[src/rtl/qed_dup_replay.sv]
// Capture/replay stage issuing SQED duplicates remapped to x16-x31.
// Define QED_OVERFLOW_FLAG_EN to add the sticky qed_overflow output.
module qed_dup_replay #(
  parameter int DEPTH  = 16,
  parameter int ADDR_W = 4
) (
  input  logic              clk,
  input  logic              rst,
  input  logic              ena,
  input  logic              stall_IF,
  input  logic              exec_dup,
  input  logic [31:0]       ifu_qed_instruction,
  output logic [31:0]       qed_ifu_instruction,
  output logic              qed_vld_out,
  output logic [ADDR_W:0]   num_orig,
  output logic [ADDR_W:0]   num_dup,
  output logic              qed_ready
`ifdef QED_OVERFLOW_FLAG_EN
  ,
  output logic              qed_overflow
`endif
);

  localparam logic [31:0]     NOP  = 32'h0000_007F;
  localparam logic [ADDR_W:0] FULL = (ADDR_W+1)'(DEPTH);
  localparam logic [ADDR_W:0] ONE  = (ADDR_W+1)'(1);

  typedef enum logic [1:0] {ORIG, DUP, DONE} state_e;

  state_e              state_q, state_d;
  logic [ADDR_W-1:0]   wr_ptr_q, wr_ptr_d;
  logic [ADDR_W-1:0]   rd_ptr_q, rd_ptr_d;
  logic [ADDR_W:0]     norig_q, norig_d;
  logic [ADDR_W:0]     ndup_q, ndup_d;
  logic [31:0]         out_q, out_d;
  logic                vld_q, vld_d;
  logic                rdy_q, rdy_d;
  logic                we;
  logic [31:0]         rb_q [DEPTH];
`ifdef QED_OVERFLOW_FLAG_EN
  logic                ovf_q, ovf_d;
`endif

  // Setting bit 4 of a register field moves x0-x15 to x16-x31;
  // bit 30 adds 1024 to the load/store offset (upper memory half).
  function automatic logic [31:0] modify(input logic [31:0] i);
    logic [31:0] m;
    m = i;
    case (i[6:0])
      7'h33: begin m[11] = 1'b1; m[19] = 1'b1; m[24] = 1'b1; end
      7'h13: begin m[11] = 1'b1; m[19] = 1'b1; end
      7'h03: begin m[11] = 1'b1; m[30] = 1'b1; end
      7'h23: begin m[24] = 1'b1; m[30] = 1'b1; end
      default: ;
    endcase
    return m;
  endfunction

  always_comb begin
    state_d  = state_q;
    wr_ptr_d = wr_ptr_q;
    rd_ptr_d = rd_ptr_q;
    norig_d  = norig_q;
    ndup_d   = ndup_q;
    out_d    = out_q;
    vld_d    = vld_q;
    we       = 1'b0;
`ifdef QED_OVERFLOW_FLAG_EN
    ovf_d    = ovf_q;
`endif
    if (!stall_IF) begin
      if (!ena) begin
        out_d = ifu_qed_instruction;
        vld_d = 1'b1;
      end else begin
        case (state_q)
          ORIG: begin
            if (exec_dup && norig_q != '0) begin
              state_d = DUP;
              out_d   = NOP;
              vld_d   = 1'b0;
            end else if (ifu_qed_instruction[6:0] == 7'h7F) begin
              out_d = ifu_qed_instruction;
              vld_d = 1'b0;
            end else if (norig_q != FULL) begin
              out_d    = ifu_qed_instruction;
              vld_d    = 1'b1;
              we       = 1'b1;
              wr_ptr_d = wr_ptr_q + 1'b1;
              norig_d  = norig_q + ONE;
            end else begin
              out_d = NOP;
              vld_d = 1'b0;
`ifdef QED_OVERFLOW_FLAG_EN
              ovf_d = 1'b1;
`endif
            end
          end
          DUP: begin
            out_d    = modify(rb_q[rd_ptr_q]);
            vld_d    = 1'b1;
            rd_ptr_d = rd_ptr_q + 1'b1;
            ndup_d   = ndup_q + ONE;
            if (ndup_q + ONE == norig_q) state_d = DONE;
          end
          DONE: begin
            out_d = NOP;
            vld_d = 1'b0;
          end
          default: state_d = ORIG;
        endcase
      end
    end
    rdy_d = (norig_d == ndup_d) && (norig_d != '0);
  end

  always_ff @(posedge clk) begin
    if (rst) begin
      state_q  <= ORIG;
      wr_ptr_q <= '0;
      rd_ptr_q <= '0;
      norig_q  <= '0;
      ndup_q   <= '0;
      out_q    <= NOP;
      vld_q    <= 1'b0;
      rdy_q    <= 1'b0;
`ifdef QED_OVERFLOW_FLAG_EN
      ovf_q    <= 1'b0;
`endif
    end else begin
      state_q  <= state_d;
      wr_ptr_q <= wr_ptr_d;
      rd_ptr_q <= rd_ptr_d;
      norig_q  <= norig_d;
      ndup_q   <= ndup_d;
      out_q    <= out_d;
      vld_q    <= vld_d;
      rdy_q    <= rdy_d;
`ifdef QED_OVERFLOW_FLAG_EN
      ovf_q    <= ovf_d;
`endif
    end
  end

  // Buffer contents survive reset; only pointers/counts are cleared.
  always_ff @(posedge clk) begin
    if (!rst && we) rb_q[wr_ptr_q] <= ifu_qed_instruction;
  end

  assign qed_ifu_instruction = out_q;
  assign qed_vld_out         = vld_q;
  assign num_orig            = norig_q;
  assign num_dup             = ndup_q;
  assign qed_ready           = rdy_q;
`ifdef QED_OVERFLOW_FLAG_EN
  assign qed_overflow        = ovf_q;
`endif

endmodule
[config.mk]
export PLATFORM = sky130hd
export DESIGN_NAME = qed_dup_replay
export DESIGN_NICKNAME = d
export VERILOG_FILES = /design/src/rtl/qed_dup_replay.sv
export SDC_FILE = /design/constraint.sdc
export NUM_CORES = 1
export LEC_CHECK = 0
export ABC_AREA = 0
export BUFFER_PORTS_ARGS = -buffer_cell sky130_fd_sc_hd__buf_2
export CAP_MARGIN = 20
export CORE_MARGIN = 2
export CORE_UTILIZATION = 61
export CTS_CLUSTER_DIAMETER = 60
export DETAILED_ROUTE_END_ITERATION = 8
export PLACE_DENSITY = 0.82
export SLEW_MARGIN = 0
export SYNTH_ARGS = -nofsm -noshare
export SYNTH_HDL_FRONTEND = slang
export SYNTH_SLANG_ARGS = --single-unit
[constraint.sdc]
create_clock -name clk -period 4.5 [get_ports clk]
set_input_delay 0.9 -clock clk [delete_from_list [all_inputs] [get_ports clk]]
set_output_delay 0.9 -clock clk [all_outputs]
set_load 0.05 [all_outputs]
==> summary.txt, run 1 <==
Run status
  • Outcome: completed

Die
  • Die area: 37900 µm²
  • Row count: 69
  • I/O pins: 81
  • Total core area: 35700 µm²
  • Die W: 195 µm
  • Die span in y: 195 µm
  • Initial Util: slightly above 60%

Pwr
  • Maximum vdd drop: approximately 0.00035 V
  • PwrDens: 437 nW/µm²
  • P_leak: 8.02 nW

Critical path
  • Arr. time, crit path: 3790 ps
  • Dominant delay contributor by cell family on the critical path: simple AND/OR/NAND/NOR gates
  • CP max stage delay: 740 ps
  • Crit path buffers/inverters: 2
  • Reg-to-Reg End: rb_q[3][24]
  • RR Startpoint: num_orig[0]
  • Worst setup EP type: flop
  • Type of the worst setup path: reg2reg
  • Critical Path RT: 4800 ps
  • Crit Path Max Fanout: 17
  • Critical path, cell by cell: inv_1 -> ha_1 -> nor4b_4 -> o221ai_1 -> nor2_1 -> nand2_1 -> nor2_4 -> buf_12
  • CP startpoint kind: flop
  • Worst Reg2Reg Path Length in Cells: 8
  • R2R setup slack: between 1000 and 1500 ps
  • Critical-path top delay cell: nor2_4

Timing
  • Slew Limit Fails: 0
  • RSZ-0062 raised after global routing: false
  • Tightest Pin Transition: 941 ps
  • Setup violators final: 0
  • Worst hold slack: 476 ps
  • Final Hold Viols: 0
  • Worst Clk Skew: between 20 and 25 ps
  • Setup TNS: 0 ps
  • Fmax: between 0.2 and 0.3 GHz
  • Final period util: 77.5%
  • Final min period: 3490 ps
  • Max-slew headroom: 37.3%

Synthesis
  • Ys async rst share: 0%
  • Post-synth EDFFs: 512
  • Top FF cell, synth: edfxtp_1
  • Seq/Total Area, Yosys: 74.5%
  • Post-Synthesis Net Count: around 1.2k
  • Synthesized instance count: 1102
  • Syn Area/Cell: 20.1 µm²
  • Syn. warnings: 0
  • FF+latch count, synth: 570
  • Synth unique cells: 53
  • Mapped Area: ~22000 µm²

CTS
  • CTS max path bufs: 3
  • Setup bufs post-CTS: 0
  • TritonCTS Sinks: 570
  • CTS buffer count: 54
  • CTS resizes: 0
  • CTS tree: yes
  • Clk_lat worst skew: 600 ps
  • Root buffer cell: clkbuf_16
  • H-tree depth: 2
  • Clock slew at reported path FFs: 60 ps
  • Post-cts hold buffer count: 0

Route
  • DR iter-0 viols: 1326
  • Drt drc: 0
  • Final ANT Viol Nets: 0
  • Vias: around 12k
  • Met3 wire len: about 5000 µm
  • Wire per inst: about 30 µm
  • Wire length on met2: 25700 µm
  • DR vias/cell: 6.81
  • Highest routed layer: met4
  • DRT Wirelength: just over 50000 µm
  • Initial DRT Pass Iterations: 5
  • WL met1: 19100 µm

Global routing
  • Initial antenna violation count: 0
  • First-pass GRT wire length: 77200 µm
  • Pin count of the biggest net entering global routing: between 50 and 60
  • Vias in the first global route: 11.9k
  • Global route total overflow: 0
  • GRT Util Overall: 28.1%

Worst hold path
  • Hold Crit Class: reg2reg
  • Hold Crit Start: qed_ifu_instruction[5]
  • Hold Path Sink: qed_ifu_instruction[5]
  • Hold path depth: 2

Placed design
  • Input/output buffers: 80
  • Detailed Place HPWL: 29800 µm
  • Routability cong.: 0.821

Layout
  • Nets: 1259
  • Ant diodes: 0
  • Commonest cells after routing, fill and taps aside: edfxtp_1, mux4_2, buf_2, nor2_1, clkbuf_16
  • Area growth from synthesis to layout: 14.4%
  • Commonest non-fill, non-tap cell in the layout: edfxtp_1
  • Layout cells sized above 1: 30.4%

Flow run
  • Max Cap Viol: 0
power by group:
group | total, mW | switching, mW | internal, mW
clock | 4.80 | 1.97 | 2.84
sequential | 5.83 | 0.0259 | 5.80
combinational | 0.473 | 0.338 | 0.135
how the worst max path moves through the flow:
stage               slack [ps]          end  cells after the start   startpoint
floorplan                  910   rb_q[3][0]                      6     stall_IF
global placement           630  rb_q[3][23]                      7          ena
detailed placement         570  rb_q[3][30]                      7          ena
CTS                       1060  rb_q[3][27]                      8  num_orig[0]
global route               850  rb_q[3][28]                      8  num_orig[0]
finish                    1010  rb_q[3][24]                      8  num_orig[0]
logic make-up (layout without fill, tap and decap cells):
group / after synthesis / in the layout / synth area share (%)
AOI/OAI and AO/OA: 96 / 96 / 3.21
and+or+nand+nor: 167 / 167 / 3.53
DFF: 570 / 570 / 74.5
buffers and inverters: 70 / 224 / 1.44
adders and majority gates: 11 / 11 / 0.620
muxes: 163 / 163 / 15.7
xor gates and xnor gates: 25 / 25 / 0.986
final cells by class:
| type | instances | area, µm² |
|---|---|---|
| Clock buffer | 67 | 1470 |
| Clock inverter | 34 | 407 |
| Fill cell | 2039 | 10300 |
| Inverter | 10 | 37.5 |
| Multi-Input combinational cell | 462 | 5490 |
| Sequential cell | 570 | 16500 |
| Tap cell | 461 | 577 |
| Timing Repair Buffer | 113 | 873 |
registers in the layout, indices dropped and copies added (netlist names), named ones only:
signal	cells
qed_vld_out	1
num_dup	5
num_orig	5
state_q	2
rb_q	512
qed_ifu_instruction	32
rd_ptr_q	4
qed_ready	1
wr_ptr_q	4
per-layer routing:
layer  track usage (%)  vias up
li1                  -     4772
met1              38.3     6009
met2              45.2      785
met3              6.09      128
met4              11.3        0
met5                 0        -
Yosys cell counts, types with 3 or more instances:
| master | number | area, µm² |
|---|---|---|
| dfxtp_1 | 58 | 1160 |
| inv_1 | 10 | 37.5 |
| buf_2 | 18 | 90.1 |
| o22ai_1 | 13 | 81.3 |
| nand4_1 | 6 | 37.5 |
| xnor2_1 | 11 | 96.3 |
| a21oi_1 | 10 | 50.1 |
| a221oi_1 | 24 | 210 |
| o2bb2ai_1 | 5 | 43.8 |
| buf_4 | 3 | 22.5 |
| or3_1 | 3 | 18.8 |
| mux2i_1 | 14 | 140 |
| a22oi_1 | 9 | 67.6 |
| ha_1 | 11 | 138 |
| xor2_1 | 14 | 123 |
| edfxtp_1 | 512 | 15400 |
| nor2_1 | 85 | 319 |
| nand3_1 | 4 | 20.0 |
| o21ai_0 | 14 | 70.1 |
| nand2_1 | 20 | 75.1 |
| buf_6 | 3 | 33.8 |
| clkbuf_1 | 34 | 128 |
| a22o_1 | 6 | 52.6 |
| nor3_1 | 29 | 145 |
| nor2b_1 | 3 | 18.8 |
| mux4_2 | 149 | 3360 |
worst reg2reg max path, cell delays in order (launching register included):
cell and delay, ps:
dfxtp_1 390, inv_1 110, ha_1 170, nor4b_4 290
o221ai_1 290, nor2_1 540, nand2_1 410, nor2_4 740
buf_12 250
stage by stage:
step                      cell area [µm²]  instances  utilization [%]  power, mW  setup slack [ps]
final                               25400       1717             71.1       11.1              1010
after CTS                           25400       1717             71.1       11.1              1060
after global routing                25400       1717             71.1       11.3               852
after global placement              23500       1616             65.8       6.39               634
after detailed placement            23500       1616             65.8       6.41               569
after floorplan                     22200       1102                -       6.21               909
Power figures use the tool's default switching activity.
==> inputs of run 2 (changes only) <==
- CORE_UTILIZATION: 61 -> 55
- PLACE_DENSITY: 0.82 -> 0.78
- clock period: 4.5 -> 2.9 ns (I/O delays scaled with it)
==> summary.txt, run 2 (synthesis results as in run 1) <==
Die
  • Die W: 205 µm (+5.2%)
  • Total core area: 39800 µm² (+11%)
  • Row count: 73 (+5.8%)
  • I/O pins: 81 (unchanged)
  • Die area: 42000 µm² (+11%)
  • Initial Util: 55.8% (-6.4 points)
  • Die span in y: 205 µm (+5.2%)

CTS
  • CTS buffer count: 55 (+1.9%)
  • Clock slew at reported path FFs: 60 ps (about the same)
  • Clk_lat worst skew: 610 ps (about the same)
  • H-tree depth: 2 (unchanged)
  • Root buffer cell: clkbuf_16
  • CTS resizes: 0 (unchanged)
  • CTS tree: yes
  • Post-cts hold buffer count: 0 (unchanged)
  • TritonCTS Sinks: 570 (unchanged)
  • Setup bufs post-CTS: 0 (unchanged)
  • CTS max path bufs: 3 (unchanged)

Critical path
  • Crit Path Max Fanout: 30 (+13)
  • CP max stage delay: 530 ps (-210 ps)
  • CP startpoint kind: flop
  • Worst path most repeated cell: buf_12
  • Critical path, cell by cell: buf_12 -> buf_12 -> mux4_2 -> mux2i_1 -> o22ai_1 -> a221oi_1 -> nor3_1 -> o21bai_1
  • Worst Reg2Reg Path Length in Cells: 8 (unchanged)
  • Type of the worst setup path: reg2reg
  • Critical-path top delay cell: mux4_2
  • Worst setup EP type: flop
  • R2R setup slack: 290 ps (-720 ps)
  • Critical Path RT: 3380 ps (-1420 ps)
  • Arr. time, crit path: 3090 ps (-700 ps)
  • Reg-to-Reg End: qed_ifu_instruction[30]

Pwr
  • P_sw: 3.59 mW (+54%)
  • P_leak: 8.14 nW (+1.6%)
  • Maximum vdd drop: 0.000537 V (+52%)
  • Share of total power in the clock network: 42.3% (-0.9 points)
  • PwrDens: 661 nW/µm² (+51%)
  • Combinational share of power: 4.4% (about the same)
  • Switching Share: 21.1% (+0.17 points)
  • Int Pwr: 13.4 mW (+52%)
  • Seq pwr share: 53.3% (+0.8 points)

Layout
  • Ant diodes: 0 (unchanged)
  • Max reg flops: 512 (unchanged)
  • Non-Filler Instances: 1813 (+5.6%)
  • Post-Route Utilization: 64.4% (-6.7 points)
  • Layout cells sized above 1: 31.4% (+0.95 points)
  • Commonest cells after routing, fill and taps aside: edfxtp_1, mux4_2, buf_2, nor2_1, clkbuf_16
  • Nets: 1291 (+2.5%)
  • Commonest non-fill, non-tap cell in the layout: edfxtp_1
  • Top reg by flops: rb_q
  • Area growth from synthesis to layout: 15.5%

Global routing
  • Vias in the first global route: 11.9k (+0.21%)
  • GRT Util Overall: 25.6% (-2.5 points)
  • Pin count of the biggest net entering global routing: 46 (-15%)
  • Initial antenna violation count: 1 (+1)
  • First-pass GRT wire length: 77300 µm (about the same)
  • Global route total overflow: 0 (unchanged)

Route
  • Wire per inst: 28.8 µm (-4.8%)
  • Final ANT Viol Nets: 0 (unchanged)
  • DR vias/cell: 6.45 (-5.3%)
  • DR iter-0 viols: 1494 (+13%)
  • DRT Wirelength: 52300 µm (+0.57%)
  • Drt drc: 0 (unchanged)
  • Initial DRT Pass Iterations: 5 (unchanged)
  • Vias: 11.7k (unchanged)

Timing
  • Tightest Pin Transition: 683 ps (-258 ps)
  • Worst Clk Skew: 22.0 ps (+0.384 ps)
  • Setup violators final: 0 (unchanged)
  • Max-slew headroom: 54.3% (+17 points)
  • Final Hold Viols: 0 (unchanged)
  • RSZ-0062 raised after global routing: false
  • Slew Limit Fails: 0 (unchanged)
  • Final period util: 89.8% (+12 points)
  • Fmax: 0.384 GHz (+34%)
  • Final min period: 2610 ps (-884 ps)

Run status
  • Outcome: completed

Worst hold path
  • Hold path depth: 1 (-1)
  • Hold Path Sink: rb_q[15][23]
  • Hold Crit Class: in2reg
  • Hold Crit Start: ifu_qed_instruction[23]

Placed design
  • Number of placed cells counting well taps: 1711 (+5.9%)
  • Detailed Place HPWL: 29900 µm (+0.11%)
  • Input/output buffers: 80 (unchanged)
  • Routability cong.: 0.837 (+1.9%)

Flow run
  • Max Cap Viol: 0 (unchanged)
run 2: power groups by stage:
stage / clock [mW] / sequential, mW / combinational (mW)
final: 7.17 / 9.04 / 0.739
after global routing: 7.58 / 9.05 / 0.790
after CTS: 7.25 / 9.04 / 0.740
after detailed placement: 0 / 9.22 / 0.735
after global placement: 0 / 9.22 / 0.716
after floorplan: 0 / 9.36 / 0.283
run 2: layer usage:
| layer | wire [µm] | GRT usage, % |
|---|---|---|
| met1 | 20200 | 35.5 |
| met2 | 26100 | 41.6 |
| met3 | 4550 | 5.09 |
| met4 | 1400 | 7.86 |
| met5 | 13 | 0 |
run 2: worst max-delay path: cells and delay by family (launching register included):
kind / cells / cell delay, ps
buf+inv: 2 / 480
mux: 2 / 890
flops: 1 / 400
compound gates: 3 / 590
simple gates: 1 / 90
run 2: metrics by stage:
stage	power [mW]	hold WS (ps)	TNS (ps)	cell area (µm²)	worst slack [ps]
6_report	17.0	354	0	25600	295
5_1_grt	17.4	345	0	25600	172
4_1_cts	17.0	331	0	25600	330
3_5_place_dp	9.95	461	0	23800	176
3_3_place_gp	9.93	450	0	23800	213
2_1_floorplan	9.64	485	-79740	22300	-205
run 2: cell type report:
class                   count  area (µm²)
flip-flops and latches    570       16500
repair buffers            144        1110
clock inverters            35         365
clock buffers              67        1430
multi-input cells         462        5490
fillers                  2592       14200
well taps                 525         657
inverters                  10        37.5
run 2: worst max-delay path by stage:
stage | start | end | slack, ps | cells after the start
finish | flop | qed_ifu_instruction[30] | 290 | 8
global route | num_orig[1] | rb_q[6][28] | 170 | 9
CTS | flop | qed_ifu_instruction[30] | 330 | 8
detailed placement | ifu_qed_instruction[1] | rb_q[6][8] | 180 | 8
global placement | ifu_qed_instruction[1] | rb_q[15][22] | 210 | 8
floorplan | num_orig[0] | rb_q[7][0] | -210 | 8
==> inputs of run 3 (changes only) <==
- CORE_UTILIZATION: 55 -> 35
- PLACE_DENSITY: 0.78 -> 0.55
==> summary.txt, run 3 (synthesis results as in run 1) <==
Layout
  • Commonest non-fill, non-tap cell in the layout: edfxtp_1
  • Area growth from synthesis to layout: 18.8%
  • Layout cells sized above 1: 32.0% (+0.68 points)
  • Commonest cells after routing, fill and taps aside: edfxtp_1, mux4_2, buf_2, nor2_1, clkbuf_16
  • Fillers: 5557 (+110%)
  • Post-Route Utilization: 42.0% (-22 points)
  • Non-Filler Instances: 2146 (+18%)
  • Top reg by flops: rb_q
  • Nets: 1297 (+0.46%)
  • Max reg flops: 512 (unchanged)

Critical path
  • Critical Path RT: 3210 ps (-170 ps)
  • Worst setup EP type: flop
  • Worst Reg2Reg Path Length in Cells: 9 (+1)
  • Critical-path top delay cell: nor2_4
  • RR Startpoint: num_orig[1]
  • CP startpoint kind: flop
  • Crit Path Max Fanout: 15 (-50%)
  • Reg-to-Reg End: rb_q[2][8]
  • Type of the worst setup path: reg2reg
  • Arr. time, crit path: 3030 ps (-60 ps)
  • CP max stage delay: 400 ps (-130 ps)
  • Critical path, cell by cell: inv_1 -> ha_1 -> nor4b_4 -> o221ai_1 -> nor2_1 -> buf_4 -> nand2_1 -> nor2_4 -> buf_12
  • R2R setup slack: 180 ps (-120 ps)

Route
  • Met3 wire len: 2640 µm (-42%)
  • DR vias/cell: 5.25 (-19%)
  • WL met1: 24200 µm (+20%)
  • Vias: 11.3k (-3.7%)
  • Drt drc: 0 (unchanged)
  • Initial DRT Pass Iterations: 5 (unchanged)
  • DRT Wirelength: 54900 µm (+5.1%)
  • Wire per inst: 25.6 µm (-11%)
  • Wire length on met2: 27000 µm (+3.5%)
  • Highest routed layer: met5
  • Final ANT Viol Nets: 0 (unchanged)
  • DR iter-0 viols: 874 (-41%)

Timing
  • Final Hold Viols: 0 (unchanged)
  • RSZ-0062 raised after global routing: false
  • Tightest Pin Transition: 801 ps (+118 ps)
  • Final min period: 2720 ps (+118 ps)
  • Setup violators final: 0 (unchanged)
  • Post-route setup slack: 177 ps (-118 ps)
  • Slew Limit Fails: 0 (unchanged)
  • Worst Clk Skew: 20.9 ps (-1.11 ps)
  • Fmax: 0.367 GHz (-4.3%)
  • Max-slew headroom: 46.5% (-7.8 points)
  • Setup TNS: 0 ps (unchanged)
  • Final period util: 93.9% (+4.1 points)

Die
  • Die span in y: 256 µm (+25%)
  • I/O pins: 81 (unchanged)
  • Die area: 65500 µm² (+56%)
  • Total core area: 62900 µm² (+58%)
  • Initial Util: 35.3% (-20 points)
  • Row count: 92 (+26%)
  • Die W: 256 µm (+25%)

Run status
  • Outcome: completed

Pwr
  • Maximum vdd drop: 0.000494 V (-7.9%)
  • PwrDens: 657 nW/µm² (-0.72%)
  • P_leak: 8.24 nW (+1.2%)

CTS
  • Clk_lat worst skew: 620 ps (about the same)
  • CTS max path bufs: 3 (unchanged)
  • Setup bufs post-CTS: 0 (unchanged)
  • CTS tree: yes
  • Post-cts hold buffer count: 0 (unchanged)
  • CTS buffer count: 58 (+5.5%)
  • CTS resizes: 0 (unchanged)
  • Clock slew at reported path FFs: 60 ps (about the same)
  • TritonCTS Sinks: 570 (unchanged)
  • H-tree depth: 2 (unchanged)
  • Root buffer cell: clkbuf_16

Global routing
  • Initial antenna violation count: 4 (+3)
  • Pin count of the biggest net entering global routing: 42 (-8.7%)
  • GRT Util Overall: 16.8% (-8.8 points)
  • First-pass GRT wire length: 81000 µm (+4.8%)
  • Global route total overflow: 0 (unchanged)
  • Vias in the first global route: 11.6k (-2.3%)

Worst hold path
  • Hold Crit Start: ifu_qed_instruction[16]
  • Hold Path Sink: rb_q[11][16]
  • Hold path depth: 1 (unchanged)
  • Hold Crit Class: in2reg

Placed design
  • Detailed Place HPWL: 32400 µm (+8.5%)
  • Input/output buffers: 80 (unchanged)
  • Number of placed cells counting well taps: 2035 (+19%)
  • Pre-CTS setup slack: 33.3 ps (-143 ps)
  • Routability cong.: 0.774 (-7.6%)

Flow run
  • Max Cap Viol: 0 (unchanged)
## run 3: area by class of cell
cell class	instances	area, µm²	area share (%)
diodes	2	5.00	0.0190
clock buffers	68	1530	5.81
clock inverters	41	398	1.51
inverters	10	37.5	0.142
multi-input cells	462	5490	20.8
flip-flops and latches	570	16500	62.7
well taps	846	1060	4.01
repair buffers	147	1300	4.94
## run 3: metrics by stage
stage	hold slack [ps]	instance area [µm²]	total power, mW
floorplan	485	22300	9.64
finish	351	26400	17.3
CTS	310	26400	17.5
global route	336	26400	17.8
detailed placement	452	24400	9.99
global placement	448	24400	9.98
## run 3: metal layers
| layer | GRT usage [%] | vias up |
|---|---|---|
| met5 | 0 | - |
| met4 | 3.95 | 4 |
| met3 | 2.90 | 75 |
| met2 | 27.6 | 279 |
| met1 | 23.4 | 6035 |
| li1 | - | 4866 |
## run 3: how the worst max path moves through the flow
| stage | from | end | slack, ps | cells after the start |
|---|---|---|---|---|
| 4_1_cts | num_orig[1] | rb_q[2][8] | 190 | 9 |
| 6_report | num_orig[1] | rb_q[2][8] | 180 | 9 |
| 3_5_place_dp | ifu_qed_instruction[3] | rb_q[2][21] | 30 | 8 |
| 5_1_grt | num_orig[1] | rb_q[2][8] | 40 | 9 |
| 2_1_floorplan | num_orig[0] | rb_q[7][0] | -210 | 8 |
| 3_3_place_gp | ifu_qed_instruction[3] | rb_q[3][21] | 40 | 8 |
## run 3: critical path, delay by kind of cell, from the launching register on
kind | cells | cell delay, ps
AOI/OAI and AO/OA | 1 | 200
adders and majority gates | 1 | 160
buffers and inverters | 3 | 520
DFF | 1 | 360
and+or+nand+nor | 4 | 1160
## run 3: where the power goes
part | switching [mW] | internal, mW | total [mW]
Sequential | 0.0376 | 9.01 | 9.04
Combinational | 0.536 | 0.232 | 0.768
Clock | 3.18 | 4.32 | 7.51
